## src/rtl/uart_rx_fifo_if.sv

```systemverilog
// Serial line, runtime configuration and host-side FIFO signals of the receiver.
interface uart_rx_fifo_if #(
    parameter int DATA_W     = 9,
    parameter int FIFO_DEPTH = 8,
    parameter int PERIOD_W   = 14
);
    logic                          serial_in;
    logic [PERIOD_W-1:0]           bit_period;
    logic [3:0]                    data_size;
    logic [1:0]                    parity_mode;
    logic                          stop_bits;
    logic                          data_read;
    logic                          clear_errors;
    logic [DATA_W-1:0]             rx_data;
    logic                          rx_valid;
    logic                          parity_error;
    logic                          framing_error;
    logic                          overrun_error;
    logic [$clog2(FIFO_DEPTH):0]   fifo_count;

    // Host / line side: drives the line, configuration and pops.
    modport master (
        output serial_in, bit_period, data_size, parity_mode, stop_bits,
               data_read, clear_errors,
        input  rx_data, rx_valid, parity_error, framing_error,
               overrun_error, fifo_count
    );

    // Receiver side.
    modport slave (
        input  serial_in, bit_period, data_size, parity_mode, stop_bits,
               data_read, clear_errors,
        output rx_data, rx_valid, parity_error, framing_error,
               overrun_error, fifo_count
    );
endinterface

```

## src/rtl/uart_rx_fifo.sv

```systemverilog
// Configurable UART receiver with majority-vote sampling, false-start
// rejection and a first-word fall-through receive FIFO carrying per-entry
// parity/framing flags.
module uart_rx_fifo #(
    parameter int DATA_W     = 9,
    parameter int FIFO_DEPTH = 8,
    parameter int PERIOD_W   = 14
) (
    input logic           clk,
    input logic           rst,
    uart_rx_fifo_if.slave bus
);
    localparam int AW = $clog2(FIFO_DEPTH);
    localparam int CW = AW + 1;
    localparam logic [3:0] MAX_SIZE = 4'(DATA_W);

    typedef enum logic [2:0] {IDLE, START, DATA, PARITY, STOP, PUSH, WAIT_IDLE} state_t;

    state_t              state_q, state_d;
    logic                sync1_q, s_in, h0_q, h1_q;
    logic [PERIOD_W-1:0] period_q, phase_q, period_n;
    logic [3:0]          size_q, size_n, bit_q;
    logic                par_en_q, par_odd_q, stop2_q, stop_cnt_q;
    logic [DATA_W-1:0]   data_q;
    logic                perr_q, ferr_q;
    logic                start_det, sample_now, maj;

    logic [DATA_W+1:0]   mem [FIFO_DEPTH];
    logic [AW-1:0]       wptr_q, rptr_q;
    logic [CW-1:0]       count_q;
    logic                ovr_q, full, push_req, do_push, do_pop;
    logic [DATA_W+1:0]   head;

    // Two-flop synchroniser plus two cycles of history for the majority vote.
    always_ff @(posedge clk or posedge rst) begin
        if (rst) begin
            sync1_q <= 1'b1;
            s_in    <= 1'b1;
            h0_q    <= 1'b1;
            h1_q    <= 1'b1;
        end else begin
            sync1_q <= bus.serial_in;
            s_in    <= sync1_q;
            h0_q    <= s_in;
            h1_q    <= h0_q;
        end
    end

    // Start edge, sample strobe, vote and clamped configuration.
    always_comb begin
        start_det  = (state_q == IDLE) && h0_q && !s_in;
        sample_now = (phase_q == ((period_q >> 1) + PERIOD_W'(1)));
        maj        = (h1_q & h0_q) | (h1_q & s_in) | (h0_q & s_in);
        period_n   = (bus.bit_period < PERIOD_W'(4)) ? PERIOD_W'(4) : bus.bit_period;
        size_n     = bus.data_size;
        if (bus.data_size < 4'd5)
            size_n = 4'd5;
        else if (bus.data_size > MAX_SIZE)
            size_n = MAX_SIZE;
    end

    // FSM state register.
    always_ff @(posedge clk or posedge rst) begin
        if (rst) state_q <= IDLE;
        else     state_q <= state_d;
    end

    // FSM next-state logic; decisions land one cycle after the centre sample.
    always_comb begin
        state_d = state_q;
        case (state_q)
            IDLE:      if (start_det) state_d = START;
            START:     if (sample_now) state_d = maj ? IDLE : DATA;
            DATA:      if (sample_now && (bit_q == size_q - 4'd1))
                           state_d = par_en_q ? PARITY : STOP;
            PARITY:    if (sample_now) state_d = STOP;
            STOP:      if (sample_now && (!stop2_q || stop_cnt_q)) state_d = PUSH;
            PUSH:      state_d = ferr_q ? WAIT_IDLE : IDLE;
            WAIT_IDLE: if (s_in) state_d = IDLE;
            default:   state_d = IDLE;
        endcase
    end

    // Frame datapath: config latch, bit timer and sampled bit accumulation.
    always_ff @(posedge clk or posedge rst) begin
        if (rst) begin
            period_q   <= PERIOD_W'(4);
            phase_q    <= '0;
            size_q     <= 4'd5;
            par_en_q   <= 1'b0;
            par_odd_q  <= 1'b0;
            stop2_q    <= 1'b0;
            stop_cnt_q <= 1'b0;
            bit_q      <= '0;
            data_q     <= '0;
            perr_q     <= 1'b0;
            ferr_q     <= 1'b0;
        end else if (start_det) begin
            period_q   <= period_n;
            phase_q    <= PERIOD_W'(1);
            size_q     <= size_n;
            par_en_q   <= (bus.parity_mode == 2'b01) || (bus.parity_mode == 2'b10);
            par_odd_q  <= (bus.parity_mode == 2'b10);
            stop2_q    <= bus.stop_bits;
            stop_cnt_q <= 1'b0;
            bit_q      <= '0;
            data_q     <= '0;
            perr_q     <= 1'b0;
            ferr_q     <= 1'b0;
        end else begin
            phase_q <= (phase_q >= period_q - PERIOD_W'(1)) ? '0 : phase_q + PERIOD_W'(1);
            if (sample_now) begin
                case (state_q)
                    DATA: begin
                        data_q[bit_q] <= maj;
                        bit_q         <= bit_q + 4'd1;
                    end
                    PARITY: perr_q <= ((^data_q) ^ maj) != par_odd_q;
                    STOP: begin
                        if (!maj) ferr_q <= 1'b1;
                        stop_cnt_q <= 1'b1;
                    end
                    default: ;
                endcase
            end
        end
    end

    // FIFO control: push+pop on a full FIFO succeeds, push alone drops the frame.
    always_comb begin
        push_req = (state_q == PUSH);
        full     = (count_q == CW'(FIFO_DEPTH));
        do_pop   = bus.data_read && (count_q != '0);
        do_push  = push_req && (!full || do_pop);
        head     = mem[rptr_q];
    end

    // FIFO storage (no reset needed; outputs are masked while empty).
    always_ff @(posedge clk) begin
        if (do_push) mem[wptr_q] <= {data_q, perr_q, ferr_q};
    end

    // FIFO pointers, occupancy and sticky overrun (set wins over clear).
    always_ff @(posedge clk or posedge rst) begin
        if (rst) begin
            wptr_q  <= '0;
            rptr_q  <= '0;
            count_q <= '0;
            ovr_q   <= 1'b0;
        end else begin
            if (do_push) wptr_q <= wptr_q + AW'(1);
            if (do_pop)  rptr_q <= rptr_q + AW'(1);
            if (do_push && !do_pop)      count_q <= count_q + CW'(1);
            else if (do_pop && !do_push) count_q <= count_q - CW'(1);
            if (push_req && full && !do_pop) ovr_q <= 1'b1;
            else if (bus.clear_errors)       ovr_q <= 1'b0;
        end
    end

    // Head-of-FIFO outputs, zero while empty.
    always_comb begin
        bus.rx_valid      = (count_q != '0);
        bus.rx_data       = bus.rx_valid ? head[DATA_W+1:2] : '0;
        bus.parity_error  = bus.rx_valid & head[1];
        bus.framing_error = bus.rx_valid & head[0];
        bus.overrun_error = ovr_q;
        bus.fifo_count    = count_q;
    end
endmodule

```

## src/flat_wrapper.sv

```systemverilog
// flat-port wrapper written by rule: the top's interface ports become plain ports
module uart_rx_fifo_flat 
#(
    parameter int DATA_W     = 9,
    parameter int FIFO_DEPTH = 8,
    parameter int PERIOD_W   = 14
)
  (clk, rst, bus_serial_in, bus_bit_period, bus_data_size, bus_parity_mode, bus_stop_bits, bus_data_read, bus_clear_errors, bus_rx_data, bus_rx_valid, bus_parity_error, bus_framing_error, bus_overrun_error, bus_fifo_count);
  uart_rx_fifo_if #(.DATA_W(DATA_W), .FIFO_DEPTH(FIFO_DEPTH), .PERIOD_W(PERIOD_W)) bus_i ();
  input logic clk;
  input logic rst;
  input wire logic [$bits(bus_i.serial_in)-1:0] bus_serial_in;
  input wire logic [$bits(bus_i.bit_period)-1:0] bus_bit_period;
  input wire logic [$bits(bus_i.data_size)-1:0] bus_data_size;
  input wire logic [$bits(bus_i.parity_mode)-1:0] bus_parity_mode;
  input wire logic [$bits(bus_i.stop_bits)-1:0] bus_stop_bits;
  input wire logic [$bits(bus_i.data_read)-1:0] bus_data_read;
  input wire logic [$bits(bus_i.clear_errors)-1:0] bus_clear_errors;
  output wire logic [$bits(bus_i.rx_data)-1:0] bus_rx_data;
  output wire logic [$bits(bus_i.rx_valid)-1:0] bus_rx_valid;
  output wire logic [$bits(bus_i.parity_error)-1:0] bus_parity_error;
  output wire logic [$bits(bus_i.framing_error)-1:0] bus_framing_error;
  output wire logic [$bits(bus_i.overrun_error)-1:0] bus_overrun_error;
  output wire logic [$bits(bus_i.fifo_count)-1:0] bus_fifo_count;
  assign bus_i.serial_in = bus_serial_in;
  assign bus_i.bit_period = bus_bit_period;
  assign bus_i.data_size = bus_data_size;
  assign bus_i.parity_mode = bus_parity_mode;
  assign bus_i.stop_bits = bus_stop_bits;
  assign bus_i.data_read = bus_data_read;
  assign bus_i.clear_errors = bus_clear_errors;
  assign bus_rx_data = bus_i.rx_data;
  assign bus_rx_valid = bus_i.rx_valid;
  assign bus_parity_error = bus_i.parity_error;
  assign bus_framing_error = bus_i.framing_error;
  assign bus_overrun_error = bus_i.overrun_error;
  assign bus_fifo_count = bus_i.fifo_count;
  uart_rx_fifo #(.DATA_W(DATA_W), .FIFO_DEPTH(FIFO_DEPTH), .PERIOD_W(PERIOD_W)) u_core (.clk(clk), .rst(rst), .bus(bus_i));
endmodule
```

## config.mk

```make
export PLATFORM = sky130hd
export DESIGN_NAME = uart_rx_fifo_flat
export DESIGN_NICKNAME = d
export VERILOG_FILES = /design/src/rtl/uart_rx_fifo_if.sv /design/src/rtl/uart_rx_fifo.sv /design/src/flat_wrapper.sv
export SDC_FILE = /design/constraint.sdc
export NUM_CORES = 1
export LEC_CHECK = 0
export ABC_AREA = 1
export BUFFER_PORTS_ARGS = -buffer_cell sky130_fd_sc_hd__buf_2
export CORE_ASPECT_RATIO = 0.6
export CORE_MARGIN = 10
export CORE_UTILIZATION = 56
export DETAILED_ROUTE_END_ITERATION = 6
export GPL_TIMING_DRIVEN = 0
export PLACE_DENSITY = 0.77
export SLEW_MARGIN = 20
export SYNTH_ARGS = -nofsm -noshare
export SYNTH_HDL_FRONTEND = slang
export SYNTH_SLANG_ARGS = --single-unit
```

## constraint.sdc

```tcl
create_clock -name clk -period 3.05 [get_ports clk]
set_input_delay 0.305 -clock clk [delete_from_list [all_inputs] [get_ports clk]]
set_output_delay 0.305 -clock clk [all_outputs]
set_load 0.05 [all_outputs]
```

After elaboration in Yosys (flattened, before gate mapping)
Memory sizes are Yosys's and may differ from the RTL's.
Cells that the tools add are included.
{"block": "totals", "ff_bits": 69, "latchBits": 0, "ram_bits": 88, "rom_bits": 0, "inputBits": 26, "out_inout_bits": 17, "word_cells": 137, "mem_count": 1}
{"memory": "u_core.mem", "depth": 8, "word_bits": 11, "rd": 1, "rd_ports_with_merged_regs": 0, "wr": 1, "line_no": "uart_rx_fifo.sv:28", "text": "logic [DATA_W+1:0] mem [FIFO_DEPTH];"}
{"block": "classes", "n_addsub": 9, "multipliers": 0, "div_mod_pow": 0, "order_cmp": 6, "n_eq_ne": 19, "shift": 0, "mux": 41, "n_bitwise": 8, "n_reduce_logical": 33}
{"cell": "14-bit two-way mux", "n": 3}
{"cell": "9-bit two-way mux", "n": 4}
{"cell": "4-bit two-way mux", "n": 7}
{"cell": "3-bit two-way mux", "n": 8}
{"cell": "3-bit one-hot mux with 7 select lines", "n": 1}
{"cell": "1-bit two-way mux", "n": 15}
{"cell": "13-bit by 1-bit adder with 14-bit output (second input constant)", "n": 1}
{"cell": "14-bit by 1-bit adder with 14-bit output (second input constant)", "n": 1}
{"cell": "14-bit equality test", "n": 1}
{"cell": "14-bit >= comparator", "n": 1}
{"cell": "14-bit by 3-bit less-than comparator with 1-bit output (second input constant)", "n": 1}
{"cell": "2-bit by 1-bit inequality test with 1-bit output (second input constant)", "n": 7}
{"cell": "14-bit by 1-bit subtractor with 14-bit output (second input constant)", "n": 1}
{"cell": "2-bit nonzero test", "n": 6}
{"cell": "1-bit logical AND", "n": 11}
{"cell": "9-bit bitwise mux", "n": 1}
{"cell": "3-bit equality test (second input constant)", "n": 3}
{"cell": "9-bit XOR reduction", "n": 1}
{"cell": "4-bit by 1-bit adder with 4-bit output (second input constant)", "n": 2}
{"cell": "4-bit by 1-bit subtractor with 4-bit output (second input constant)", "n": 2}
{"cell": "3-bit by 1-bit adder with 3-bit output (second input constant)", "n": 2}
{"cell": "3-bit by 2-bit equality test with 1-bit output (second input constant)", "n": 2}
{"cell": "2-bit AND reduction", "n": 3}
{"cell": "6-bit AND reduction", "n": 1}
{"cell": "other kinds (20)", "n": 31}

Longest topological paths before layout
Gate-level depths: netlist of run 1.
{"block": "depth", "depth_word": 8, "depth_mapped": 17, "mapped_depth_nobuf": 16}

Worst setup path before layout of run 1
No wires, ideal clock.
{"block": "synth_timing", "kind": "reg-to-output", "startpoint": "register u_core.count_q[0], in the netlist u_core.bus.fifo_count[0]", "endpoint": "output port bus_rx_data[0]", "arrival_time_ns": 2.647, "t_required_ns": 2.745, "slack_ns": 0.098, "path_stages_with_launch": 7, "n_path_buf": 1, "cell_sequence": "dfrtp_1 -> or3_1 -> nor2_1 -> inv_1 -> clkbuf_1 -> o21ai_0 -> a31oi_1"}
{"block": "synth_between", "elab_chain_cells": 2}
{"item": "from (decl)", "line_no": "uart_rx_fifo.sv:30", "text": "logic [CW-1:0] count_q;"}
{"item": "from (signal assigned)", "line_no": "uart_rx_fifo.sv:153", "text": "if (do_push && !do_pop) count_q <= count_q + CW'(1);"}
{"item": "from (signal assigned)", "line_no": "uart_rx_fifo.sv:154", "text": "else if (do_pop && !do_push) count_q <= count_q - CW'(1);"}
{"item": "4-bit nonzero test", "line_no": "uart_rx_fifo.sv:162", "text": "bus.rx_valid = (count_q != '0);"}
{"item": "via bus_rx_valid", "line_no": "flat_wrapper.sv:20", "text": "output wire logic [$bits(bus_i.rx_valid)-1:0] bus_rx_valid;"}
{"item": "9-bit two-way mux", "line_no": "uart_rx_fifo.sv:163", "text": "bus.rx_data = bus.rx_valid ? head[DATA_W+1:2] : '0;"}
{"item": "to (decl)", "line_no": "flat_wrapper.sv:19", "text": "output wire logic [$bits(bus_i.rx_data)-1:0] bus_rx_data;"}
The timed path passes the listed nets, and every way through them passes these cells.

Worst setup path after layout of run 1
{"block": "layout_timing", "startpoint": "register u_core.period_q[4]", "endpoint": "register u_core.phase_q[4]"}
{"block": "layout_between", "elab_chain_cells": 4}
{"item": "from (decl)", "line_no": "uart_rx_fifo.sv:21", "text": "logic [PERIOD_W-1:0] period_q, phase_q, period_n;"}
{"item": "from (signal assigned)", "line_no": "uart_rx_fifo.sv:99", "text": "period_q <= period_n;"}
{"item": "14-bit by 1-bit subtractor with 14-bit output", "line_no": "uart_rx_fifo.sv:111", "text": "phase_q <= (phase_q >= period_q - PERIOD_W'(1)) ? '0 : phase_q + PERIOD_W'(1);"}
{"item": "14-bit >= comparator", "line_no": "uart_rx_fifo.sv:111"}
{"item": "14-bit two-way mux", "line_no": "uart_rx_fifo.sv:111"}
{"item": "14-bit two-way mux", "line_no": "uart_rx_fifo.sv:98", "text": "end else if (start_det) begin"}
{"item": "to (signal assigned)", "line_no": "uart_rx_fifo.sv:111"}
{"item": "to (decl)", "line_no": "uart_rx_fifo.sv:21"}
Every way passes these cells.
A chain may end at the register's enable or synchronous reset.

==> summary by stage, run 1 <==
Layout
The layout has 1057 filler cells. The area used by sequential logic in the layout is 4380 um^2. The number of antenna diodes in the final layout is 0. The multi-input combinational cells in the finished layout cover a total of 3550 um^2. The post-synthesis to final-layout area growth is 18.4%. At the end of the flow the core is filled with cells to 69.0%. The net count of the finished layout is 1028. In the final layout, the share of cells above drive strength 1 is 17.8%. For this run, the number of standard cells in the final layout without fillers is 1177.

Yosys
Synthesis inferred 157 register bits. The netlist area before placement is 8110 um^2. Sequential cells were found to cover 54.0% of the synthesized design area. The area fraction of the dominant cell type after synthesis is 32.6%. Yosys mapped a number of flops with a built-in enable equal to 88.

sky130_fd_sc_hd__edfxtp_1 takes more of the synthesized area than any other cell. The count of different cell masters after synthesis is 48. Dividing the synthesized area by the synthesized cell count gives 9.12 um^2.

The net count of the mapped netlist is 946. In the synthesized netlist the dominant register cell turns out to be sky130_fd_sc_hd__edfxtp_1. After technology mapping, the gate count stands at 890. The Yosys warning count is 0.

After synthesis, the cell types taking the most area are sky130_fd_sc_hd__edfxtp_1 33%, sky130_fd_sc_hd__dfrtp_1 19%, sky130_fd_sc_hd__nand2_1 7.7%, sky130_fd_sc_hd__nor2_1 6.4%, sky130_fd_sc_hd__o21ai_0 5.1%. The share of flip-flops with an asynchronous set or reset is 43.9%.

Timing
The tightest slew margin relative to the limit is 32.3%. Clock skew on the completed layout was measured at 0.0115 ns. Setup violations remaining at the end of the flow were counted as 0. Setup repair after global routing could not meet its margin everywhere. The post-route minimum period is 2.94 ns.

The final hold violation count was 0. The max-slew violation total from the final report is 0. The worst-margin pin slew is 1.01 ns. The part of the cycle the worst path needs is 96.3%. The highest clock rate is 0.341 GHz.

Place
At the end of routability-driven placement, the weighted congestion stood at 0.902. During placement, the flow inserted port buffers numbering 42. The total placed cells including tap cells is 1127. The placed wire-length estimate after detailed placement is 14500 um.

Clock network
The clock transition at the registers of the reported paths is 0.07 ns. The tree is rooted in a sky130_fd_sc_hd__clkbuf_16. The clock sink count is 157. For the worst-skew pair, the clock arrives at the later sink with an insertion delay of 0.42 ns. The CTS H-tree depth is 4.

The clock passes through at most 2 buffers. The TritonCTS clock tree is yes. Counting the buffers created by CTS gives 17.

Floorplan
The overall die width is 175 um. Once the floorplan was initialized, standard cells occupied 58.3% of the core. The row count is 33. The die area is 19900 um^2. The placeable core area is 13900 um^2.

During I/O placement, the number of pins put on the boundary was 43. The die is 113 um tall.

Worst hold path
The startpoint of the worst hold path is bus_clear_errors. The worst hold path belongs to the class in -> reg. Along the worst hold path, the cell count comes to 2. The worst hold path terminates at u_core.bus.overrun_error$_DFFE_PP0P_.

Setup path
Of all nets on the critical path, the largest fanout is 7. The arrival time of data at the critical path endpoint is 3.28 ns. The worst register-to-register path has a setup slack of 0.11 ns.

Among cell families on the critical path, the largest total delay comes from simple AND/OR/NAND/NOR gates. The number of cells on the worst reg-to-reg path is 14. The startpoint of the worst-slack reg-to-reg timing path is u_core.period_q[4]$_DFFE_PP0P_. The required time of the critical path is 3.40 ns. The critical path buffer and inverter count is 1. The worst setup path is captured at a flip-flop. In this run the critical register-to-register path is captured at u_core.phase_q[4]$_DFF_PP0_. The master of the slowest instance on the critical path is sky130_fd_sc_hd__dfrtp_2.

The kind of start point of the critical path is a flip-flop. Walking the worst path, the cells encountered are nor2_1 > nand3_4 > nor2_2 > nand2_2 > nor3_4 > nand2_1 > xor2_1 > ha_1 > nand2_1 > nor2_2 > a21oi_2 > nand4_1 > buf_6 > nor3b_4. The worst setup path is of the reg -> reg kind. The biggest cell delay along the critical path is 0.47 ns.

Global routing
The first global-routing pass estimated 33600 um of wire. The number of antenna violations at the first check in global routing is 0. Entering global routing, the biggest net connects 49 pins. For this run the aggregate overflow at the end of global routing stands at 0. The global-route usage over all layers is 21.2%. The via count of the first global-routing pass was 6223.

Detailed routing
The first routing iteration left 947 violations. The overall routed net length is 20800 um. The routed layout has 6649 vias. The mean number of vias per cell is 5.65. For this run, the detailed router's first-pass iteration total came to 6.

For this run, design rule violations remaining after detail routing come to 0. The average wire per standard cell is 17.6 um. In this run the remaining antenna-violating nets after routing total 0.

Power
Dividing total power by cell area gives a power density of 988 nW/um^2. For this design the static power due to leakage is 4.09 nW. The worst-case IR drop observed on VDD is 0.000702 V.

Outcome
The flow ran to the end, and the final reports show no timing, DRC or antenna violations.

Flow run
The max-capacitance violation count is 0.
[worst max-delay path by stage]
stage / start / end / slack, ns / cells past startpoint
6_report: u_core.period_q[4]$_DFFE_PP0P_ / u_core.phase_q[4]$_DFF_PP0_ / 0.11 / 14
5_1_grt: u_core.state_q[2]$_DFFE_PP0P_ / u_core.mem[4][3]$_DFFE_PP_ / -0.13 / 7
4_1_cts: u_core.period_q[1]$_DFFE_PP0P_ / u_core.phase_q[3]$_DFF_PP0_ / 0.02 / 17
3_5_place_dp: u_core.period_q[1]$_DFFE_PP0P_ / u_core.phase_q[11]$_DFF_PP0_ / -0.80 / 17
3_3_place_gp: u_core.period_q[1]$_DFFE_PP0P_ / u_core.phase_q[10]$_DFF_PP0_ / -0.74 / 17
2_1_floorplan: u_core.bus.fifo_count[0]$_DFFE_PP0P_ / bus_rx_data[0] / 0.1 / 6
[cells in the final DEF, fill, tap and decap left out, types with 5 or more instances in the layout]
master and count:
sky130_fd_sc_hd__o21ai_1 6, sky130_fd_sc_hd__a21oi_2 5, sky130_fd_sc_hd__nand2_1 162, sky130_fd_sc_hd__nand2_2 8
sky130_fd_sc_hd__dfstp_2 7, sky130_fd_sc_hd__a21oi_1 9, sky130_fd_sc_hd__clkbuf_1 14, sky130_fd_sc_hd__nand4_1 16
sky130_fd_sc_hd__o22ai_1 11, sky130_fd_sc_hd__clkbuf_2 7, sky130_fd_sc_hd__nor3_1 15, sky130_fd_sc_hd__buf_2 49
sky130_fd_sc_hd__xnor2_1 20, sky130_fd_sc_hd__ha_4 5, sky130_fd_sc_hd__o21ai_0 81, sky130_fd_sc_hd__buf_4 17
sky130_fd_sc_hd__inv_2 6, sky130_fd_sc_hd__a31oi_1 12, sky130_fd_sc_hd__ha_1 24, sky130_fd_sc_hd__clkbuf_16 17
sky130_fd_sc_hd__nor3_2 5, sky130_fd_sc_hd__nor2_2 7, sky130_fd_sc_hd__dfrtp_1 61, sky130_fd_sc_hd__nand3_1 40
sky130_fd_sc_hd__edfxtp_1 88, sky130_fd_sc_hd__inv_1 67, sky130_fd_sc_hd__xor2_1 27, sky130_fd_sc_hd__nor2_1 132
[registers in the layout (all words and copies together) (netlist names), 3 cells and up]
name	flops
u_core.mem	88
u_core.rptr_q	3
u_core.bus.fifo_count	4
u_core.data_q	9
u_core.state_q	3
u_core.phase_q	14
u_core.size_q	4
u_core.period_q	14
u_core.wptr_q	3
u_core.bit_q	4
[cell usage after synthesis (14+ instances only)]
master	count
sky130_fd_sc_hd__clkbuf_1	21
sky130_fd_sc_hd__edfxtp_1	88
sky130_fd_sc_hd__nor3_1	21
sky130_fd_sc_hd__o21ai_0	83
sky130_fd_sc_hd__nand3_1	44
sky130_fd_sc_hd__ha_1	29
sky130_fd_sc_hd__nand4_1	16
sky130_fd_sc_hd__inv_1	72
sky130_fd_sc_hd__a21oi_1	14
sky130_fd_sc_hd__nor2_1	139
sky130_fd_sc_hd__dfrtp_1	62
sky130_fd_sc_hd__xnor2_1	20
sky130_fd_sc_hd__nand2_1	167
sky130_fd_sc_hd__xor2_1	27
[repair_timing]
item,4_1_cts,5_1_grt
setup endpoints to repair,15,52
cloned,1,0
hold buffers,2,0
endpoints found under the hold margin,18,0
buffers inserted,12,3
pin swaps,8,11
gates resized for setup,22,41
[final cells by class]
cell class / instances / share of cell area [%]
multi-input combinational: 627 / 37.0
tap: 192 / 2.50
buffer: 31 / 1.58
clock buffer: 17 / 4.43
sequential: 157 / 45.6
timing repair buffer: 63 / 4.13
clock inverter: 15 / 1.84
inverter: 75 / 2.96
[metrics by stage]
step | power [W] | setup slack [ns] | hold WS [ns] | area (um^2) | setup TNS (ns)
final | 0.00949 | 0.113 | 0.0593 | 9610 | 0
after global routing | 0.0101 | -0.130 | 0.0721 | 9610 | -3.33
after CTS | 0.00922 | 0.0249 | 0.0532 | 9410 | 0
after detailed placement | 0.00687 | -0.803 | 0.299 | 8620 | -9.26
after global placement | 0.00673 | -0.744 | 0.364 | 8560 | -15.86
after floorplan | 0.00584 | 0.0980 | 0.309 | 8110 | 0
[power breakdown]
group,leakage [nW],switching [W],total (W),internal (W)
clock,0.290,0.000953,0.00219,0.00124
sequential,1.72,0.000316,0.00286,0.00254
combinational,2.08,0.00303,0.00444,0.00141
[metal layers]
layer | vias up | wire length, um | global-route usage, %
met5 | - | 0 | 0
met4 | 0 | 204 | 5.12
met3 | 21 | 2160 | 4.98
met2 | 315 | 8190 | 27.9
met1 | 3143 | 10200 | 33.6
li1 | 3170 | - | -
[cells by family (layout without fill, tap and decap cells)]
group	Yosys count	in the layout	share of synthesized area (%)
AND/OR/NAND/NOR	415	415	22.1
flip-flops	157	157	54.0
AO/OA/AOI/OAI	134	134	8.93
buffers and inverters	106	201	5.12
XOR/XNOR	47	47	5.07
adder cells (fa/ha/maj)	30	30	4.72
multiplexers	1	1	0.139
Power figures use the tool's default switching activity.
==> run 2: changes to the inputs <==
--- a/config.mk
+++ b/config.mk
@@ -6,13 +6,16 @@
 export NUM_CORES = 1
 export LEC_CHECK = 0
 export ABC_AREA = 1
+export ABC_CLOCK_PERIOD_IN_PS = 3050
 export BUFFER_PORTS_ARGS = -buffer_cell sky130_fd_sc_hd__buf_2
+export CAP_MARGIN = 10
 export CORE_ASPECT_RATIO = 0.6
 export CORE_MARGIN = 10
 export CORE_UTILIZATION = 56
 export DETAILED_ROUTE_END_ITERATION = 6
 export GPL_TIMING_DRIVEN = 0
 export PLACE_DENSITY = 0.77
+export RECOVER_POWER = 100
 export SLEW_MARGIN = 20
 export SYNTH_ARGS = -nofsm -noshare
 export SYNTH_HDL_FRONTEND = slang
==> summary by stage, run 2 (same netlist as run 1, synthesis figures left out) <==
Detailed routing
The mean number of vias per cell was 5.65 (about the same). The number of nets still failing antenna checks after routing came to 0 (unchanged). The number of violations reported at the end of detailed-routing iteration 0 came to 848 (-10%).

The average wire per standard cell was 17.6 um (-0.12%). The overall routed net length is 20700 um (-0.12%). The via count is 6651 (+0.030%). The number of search-and-repair iterations in the first detailed-routing pass was 6 (unchanged). The remaining routing DRC violations was 0 (unchanged).

Power
The leakage power figure is 4.05 nW (-1.0%). The largest vdd supply drop is 0.000699 V (-0.48%). The switching share of power is 45.4% (+0.057 points). The fraction of power consumed by the clock network came to 23.2% (about the same). The internal power of the cells is 0.00516 W (-0.53%). The power density over the cells came to 991 nW/um^2 (+0.29%). The part of the power in combinational logic is 46.6% (-0.2 points). The net load switching power is 0.00429 W (-0.30%).

The part of the power in registers is 30.2% (about the same).

Flow run
The max-capacitance violation count is 0 (unchanged).

Setup path
The worst setup path is of the reg -> out kind. The end of the critical path is bus_rx_data[7]. The worst setup path is launched from a flip-flop. In this run the critical register-to-register path is launched from u_core.period_q[1]$_DFFE_PP0P_.

The required time of the critical path is 2.74 ns (-0.66 ns). The slack of the worst reg-to-reg path was 0.07 ns (-0.04 ns). In this run the critical register-to-register path is captured at u_core.phase_q[10]$_DFF_PP0_. The arrival time of data at the critical path endpoint is 2.69 ns (-0.59 ns). The first element of the critical path is u_core.rptr_q[0]$_DFFE_PP0P_.

STA classifies the critical path endpoint as a primary output. The largest fanout of any net on the critical path is 10 (+3). The path depth of the worst reg2reg path came to 19 (+5).

Place
The final weighted congestion in routability-driven placement is 0.902 (unchanged). The worst slack at placement is -0.803 ns (unchanged). The count of buffers inserted at the top-level ports came to 42 (unchanged). The placed wire-length estimate after detailed placement came to 14500 um (unchanged).

Clock network
The TritonCTS clock tree is yes. The buffer cell driving the clock tree root is sky130_fd_sc_hd__clkbuf_16. The maximum count of clock buffers along a single path came to 2 (unchanged).

The clock transition at the registers of the reported paths is 0.06 ns (about the same). The CTS H-tree depth is 4 (unchanged). The CTS buffer count came to 17 (unchanged). The clock sink count came to 157 (unchanged). The clock latency of the later-clocked register in the worst-skew pair is 0.43 ns (about the same).

Timing
Setup repair after global routing could not meet its margin everywhere. The tightest slew margin relative to the limit is 18.5% (-14 points). The post-route minimum period is 3.00 ns (+0.0583 ns). The highest clock rate is 0.334 GHz (-1.9%). The final hold violation count is 0 (unchanged). The clock tree skew after final layout was 0.0101 ns (-0.00146 ns).

The worst path setup slack after routing came to 0.0549 ns (-0.0583 ns). The max-slew violation total from the final report is 0 (unchanged). The worst-margin pin slew is 1.22 ns (+0.212 ns). The part of the cycle the worst path needs was 98.2% (+1.9 points).

The number of setup violations in the final report is 0 (unchanged).

Global routing
The number of antenna violations at the first check in global routing is 0 (unchanged). The first-pass GRT wire length is 33600 um (unchanged). The via count of the first global-routing pass is 6223 (unchanged).

The largest net degree at the start of global routing is 49 (unchanged). The total congestion overflow is 0 (unchanged). The global-route usage over all layers is 21.2% (unchanged).

Floorplan
The top-level I/O count is 43 (unchanged). The die height is 113 um (unchanged). The row count is 33 (unchanged). The die area is 19900 um^2 (unchanged).

The overall die width was 175 um (unchanged). The placeable core area was 13900 um^2 (unchanged). The initial cell density of the core came to 58.3% (unchanged).

Layout
Relative to the synthesized area, the layout overhead comes to 17.6%. u_core.mem holds more flip-flops than any other register. The leading cell type in the layout, fill and taps excluded is sky130_fd_sc_hd__nand2_1. The final core area utilization is 68.5% (-0.49 points). In the layout the commonest cells are 165 x sky130_fd_sc_hd__nand2_1, 134 x sky130_fd_sc_hd__nor2_1, 88 x sky130_fd_sc_hd__edfxtp_1. The flip-flop count of the largest register, all copies and words added was 88 (unchanged). The final net count is 1028 (unchanged). The largest registers in the layout are u_core.mem x88, u_core.period_q x14, u_core.phase_q x14. The number of antenna repair diodes is 0 (unchanged).

The ratio of cells with drive above 1 in the final layout is 15.7% (-2.0 points).

Outcome
The run finished with clean final reports.

Worst hold path
The tightest min-delay check is of the in -> reg type.
==> run 2: cell type report <==
type | count | area (um^2)
Sequential cell | 157 | 4380
Fill cell | 1072 | 4380
Multi-Input combinational cell | 627 | 3530
Clock buffer | 17 | 425
Timing Repair Buffer | 63 | 365
Inverter | 75 | 283
Tap cell | 192 | 240
Clock inverter | 15 | 176
Buffer | 31 | 143
==> run 2: power groups by stage <==
| stage | logic (W) | clock network [W] | registers [W] |
|---|---|---|---|
| after detailed placement | 0.00399 | 0 | 0.00288 |
| after global placement | 0.00387 | 0 | 0.00287 |
| final | 0.00440 | 0.00219 | 0.00286 |
| after CTS | 0.00418 | 0.00220 | 0.00284 |
| after global routing | 0.00486 | 0.00229 | 0.00290 |
| after floorplan | 0.00295 | 0 | 0.00290 |
==> run 2: routing by layer <==
metal	part of all wire, %	track usage, %
met1	49	33.6
met2	39	27.9
met3	11	4.98
met4	0.69	5.12
met5	0	0
==> run 2: worst max-delay path, cell delays in order, from the launching register on <==
cell,delay [ns]
sky130_fd_sc_hd__dfrtp_1,0.38
sky130_fd_sc_hd__clkbuf_1,0.23
sky130_fd_sc_hd__inv_1,0.28
sky130_fd_sc_hd__clkbuf_2,0.32
sky130_fd_sc_hd__o21ai_0,0.13
sky130_fd_sc_hd__o22ai_1,0.21
sky130_fd_sc_hd__o21ai_0,0.14
sky130_fd_sc_hd__a31oi_1,0.25
sky130_fd_sc_hd__buf_2,0.31
==> run 2: timing repair <==
action,4_1_cts,5_1_grt
gates resized for setup,22,41
pin swaps,8,11
hold buffers,2,0
cloned,1,0
hold endpoints to repair,18,0
buffers inserted,12,3
endpoints found under the setup margin,15,52
==> run 2: worst min path at each step <==
stage	from	end	slack, ns	depth (start not counted)
2_1_floorplan	bus_serial_in	u_core.sync1_q$_DFF_PP1_	0.31	0
3_3_place_gp	u_core.h0_q$_DFF_PP1_	u_core.h1_q$_DFF_PP1_	0.36	0
3_5_place_dp	rst	u_core.period_q[10]$_DFFE_PP0P_	0.30	2
4_1_cts	bus_clear_errors	u_core.bus.overrun_error$_DFFE_PP0P_	0.05	2
5_1_grt	bus_clear_errors	u_core.bus.overrun_error$_DFFE_PP0P_	0.07	2
6_report	bus_clear_errors	u_core.bus.overrun_error$_DFFE_PP0P_	0.06	2
==> run 2: metrics by stage <==
| step | setup TNS (ns) | cell area (um^2) | instances | hold WS (ns) | power, W |
|---|---|---|---|---|---|
| 2_1_floorplan | 0 | 8110 | 890 | 0.309 | 0.00584 |
| 3_3_place_gp | -15.86 | 8560 | 1124 | 0.364 | 0.00673 |
| 3_5_place_dp | -9.26 | 8620 | 1127 | 0.299 | 0.00687 |
| 4_1_cts | 0 | 9410 | 1174 | 0.0532 | 0.00922 |
| 5_1_grt | -3.98 | 9540 | 1177 | 0.0721 | 0.0101 |
| 6_report | 0 | 9540 | 1177 | 0.0553 | 0.00945 |
==> run 3: changes to the inputs <==
--- a/config.mk
+++ b/config.mk
@@ -7,14 +7,14 @@
 export LEC_CHECK = 0
 export ABC_AREA = 1
 export ABC_CLOCK_PERIOD_IN_PS = 3050
-export BUFFER_PORTS_ARGS = -buffer_cell sky130_fd_sc_hd__buf_2
 export CAP_MARGIN = 10
 export CORE_ASPECT_RATIO = 0.6
 export CORE_MARGIN = 10
-export CORE_UTILIZATION = 56
+export CORE_UTILIZATION = 58
 export DETAILED_ROUTE_END_ITERATION = 6
+export DONT_BUFFER_PORTS = 1
 export GPL_TIMING_DRIVEN = 0
-export PLACE_DENSITY = 0.77
+export PLACE_DENSITY = 0.76
 export RECOVER_POWER = 100
 export SLEW_MARGIN = 20
 export SYNTH_ARGS = -nofsm -noshare
==> summary by stage, run 3 (same netlist as run 1, synthesis figures left out) <==
Layout
In the final layout, the registers with the most flip-flops are u_core.mem x88, u_core.period_q x14, u_core.phase_q x14. The leading cell type in the layout, fill and taps excluded is sky130_fd_sc_hd__nand2_1. The number of antenna repair diodes is 0 (unchanged). The final-layout fill cell count was 976 (-9.0%).

The post-synthesis to final-layout area growth is 17.9%. The final non-filler cell area is 9560 um^2 (+0.26%). The area used by sequential logic in the layout is 4380 um^2 (about the same). The ratio of cells with drive above 1 in the final layout came to 13.9% (-1.8 points). The register containing the most flip-flops in the final layout is u_core.mem. The flip-flop count of the largest register, all copies and words added came to 88 (unchanged).

The final net count is 991 (-3.6%). The area of the multi-input gates came to 3710 um^2 (+5.2%). In the layout the commonest cells are 165 x sky130_fd_sc_hd__nand2_1, 133 x sky130_fd_sc_hd__nor2_1, 88 x sky130_fd_sc_hd__edfxtp_1.

Global routing
The total congestion overflow was 0 (unchanged). The largest net degree at the start of global routing is 56 (+14%). The via count of the first global-routing pass is 6042 (-2.9%). The first-pass GRT wire length is 33500 um (-0.41%). The number of antenna violations at the first check in global routing is 0 (unchanged). The global-route usage over all layers is 21.5% (+0.32 points).

Power
The leakage power figure is 3.93 nW (-2.9%). The fraction of power consumed by the clock network is 22.6% (-0.6 points). The internal power of the cells is 0.00519 W (+0.58%). The part of the power in combinational logic was 46.7% (about the same).

The part of the power in registers is 30.7% (+0.5 points). The largest vdd supply drop is 0.000519 V (-26%). The switching share of power is 46.3% (+0.98 points).

The net load switching power is 0.00448 W (+4.6%). The power density over the cells was 1010 nW/um^2 (+2.1%).

Setup path
The critical path buffer and inverter count is 2 (-2). The startpoint of the worst-slack reg-to-reg timing path is u_core.period_q[4]$_DFFE_PP0P_. The master of the slowest instance on the critical path is sky130_fd_sc_hd__dfrtp_2. The biggest cell delay along the critical path is 0.48 ns (+0.10 ns). Following the worst setup path forward leads to its endpoint at u_core.phase_q[4]$_DFF_PP0_. The number of stages on the worst setup path is 15 (+7). The first element of the critical path is u_core.period_q[4]$_DFFE_PP0P_. The path depth of the worst reg2reg path came to 15 (-4). The slack of the worst reg-to-reg path is 0.08 ns (about the same). The signal on the critical path passes through nor2_1 > nand3_4 > nor2_4 > nand2_2 > nor3_4 > nand3_2 > xor2_1 > inv_1 > ha_1 > a21oi_4 > o21ai_4 > a21oi_2 > nand4_1 > buf_4 > nor3b_2. In this run the critical register-to-register path is captured at u_core.phase_q[4]$_DFF_PP0_. The largest fanout of any net on the critical path is 7 (-3).

The kind of start point of the critical path is a flip-flop. The critical path is of the reg -> reg type. The arrival time of data at the critical path endpoint is 3.31 ns (+0.62 ns). The required time of the critical path was 3.38 ns (+0.64 ns).

The cell class contributing the biggest share of worst-path delay is simple AND/OR/NAND/NOR gates. The capturing element type of the critical path is a flip-flop.

Timing
The worst-margin pin slew was 1.38 ns (+0.155 ns). The clock tree skew after final layout is 0.0146 ns (+0.00456 ns). The minimum hold slack is 0.00932 ns (-0.0460 ns).

The number of setup violations in the final report is 0 (unchanged). The highest clock rate was 0.336 GHz (+0.74%). The part of the cycle the worst path needs was 97.5% (-0.72 points). The worst path setup slack after routing is 0.0769 ns (+0.0220 ns). The post-route minimum period was 2.97 ns (-0.0220 ns). The max-slew violation total from the final report is 0 (unchanged). The final hold violation count is 0 (unchanged). The tightest slew margin relative to the limit came to 8.16% (-10 points).

Detailed routing
The number of nets still failing antenna checks after routing is 0 (unchanged). The overall routed net length is 21200 um (+2.3%). The number of search-and-repair iterations in the first detailed-routing pass is 5 (-1). The remaining routing DRC violations came to 0 (unchanged). The via count is 6589 (-0.93%). The number of violations reported at the end of detailed-routing iteration 0 is 925 (+9.1%).

The average wire per standard cell is 18.6 um (+5.6%). The mean number of vias per cell was 5.78 (+2.3%).

Flow run
The max-capacitance violation count was 0 (unchanged).

Floorplan
The die height is 112 um (-1.4%). The row count is 33 (unchanged). The top-level I/O count is 43 (unchanged). The initial cell density of the core is 59.4% (+1.1 points). The placeable core area was 13700 um^2 (-1.8%). The overall die width is 173 um (-1.5%). The die area was 19300 um^2 (-2.9%).

Clock network
The clock latency of the later-clocked register in the worst-skew pair was 0.42 ns (about the same). The clock sink count is 157 (unchanged). The clock transition at the registers of the reported paths is 0.07 ns (about the same). The maximum count of clock buffers along a single path is 2 (unchanged).

The buffer cell driving the clock tree root is sky130_fd_sc_hd__clkbuf_16. The CTS buffer count came to 17 (unchanged). TritonCTS built the clock tree. The CTS H-tree depth is 4 (unchanged).

Outcome
The run finished with clean final reports.

Place
The final weighted congestion in routability-driven placement was 0.920 (+2.0%). The cell area after placement was 8460 um^2 (-1.8%). The placed wire-length estimate after detailed placement is 14100 um (-2.4%). The count of buffers inserted at the top-level ports is 0 (-100%). The worst slack at placement came to -0.720 ns (+0.0822 ns).

Worst hold path
The class of the most critical hold timing path is in -> reg.
[run 3: cell types whose count changed in the layout (fill, tap and decap cells not counted), sizes merged]
| cell | delta |
|---|---|
| buf | -28 |
| clkbuf | -11 |
| clkinv | -2 |
| clkinvlp | +1 |
| dlygate4sd3 | +3 |
[run 3: timing repair]
action                                  in CTS  in global routing
gates resized for setup                     35                 43
endpoints found under the hold margin       18                  0
hold buffers                                 5                  0
endpoints found under the setup margin      35                 37
gates cloned                                 1                  0
pin swaps                                    6                 15
setup buffers                               10                  7
[run 3: layout make-up]
cell class | count | share of cell area [%]
Inverter | 75 | 2.96
Timing Repair Buffer | 26 | 2.13
Tap cell | 192 | 2.51
Sequential cell | 157 | 45.8
Buffer | 31 | 1.50
Clock buffer | 18 | 4.49
Clock inverter | 14 | 1.79
Multi-Input combinational cell | 627 | 38.8
[run 3: layer usage]
layer	global-route usage [%]	part of all wire, %
met1	33.4	46
met2	29.3	41
met3	4.93	12
met4	5.38	1.5
met5	0	0
[run 3: worst min-delay path by stage]
stage | startpoint | depth (start not counted) | endpoint | slack, ns
floorplan | bus_serial_in | 0 | u_core.sync1_q$_DFF_PP1_ | 0.31
global placement | bus_serial_in | 0 | u_core.sync1_q$_DFF_PP1_ | 0.31
detailed placement | rst | 1 | u_core.period_q[11]$_DFFE_PP0P_ | 0.13
CTS | bus_bit_period[8] | 2 | u_core.period_q[8]$_DFFE_PP0P_ | 0.0005
global route | bus_bit_period[6] | 2 | u_core.period_q[6]$_DFFE_PP0P_ | 0.008
finish | bus_bit_period[4] | 2 | u_core.period_q[4]$_DFFE_PP0P_ | 0.009
[run 3: metrics by stage]
stage                     total power, W  instances  TNS, ns  utilization [%]
after floorplan                  0.00584        890        0                -
after global placement           0.00657       1082   -18.09             61.1
after detailed placement         0.00677       1085    -9.48             61.9
after CTS                        0.00932       1133        0             68.6
after global routing              0.0102       1140   -0.301             70.0
final                            0.00968       1140        0             70.0
[run 3: power groups by stage]
| stage | sequential, W | combinational, W | clock, W |
|---|---|---|---|
| global placement | 0.00297 | 0.00360 | 0 |
| finish | 0.00297 | 0.00452 | 0.00219 |
| detailed placement | 0.00298 | 0.00379 | 0 |
| CTS | 0.00295 | 0.00417 | 0.00220 |
| global route | 0.00301 | 0.00494 | 0.00230 |
| floorplan | 0.00290 | 0.00295 | 0 |
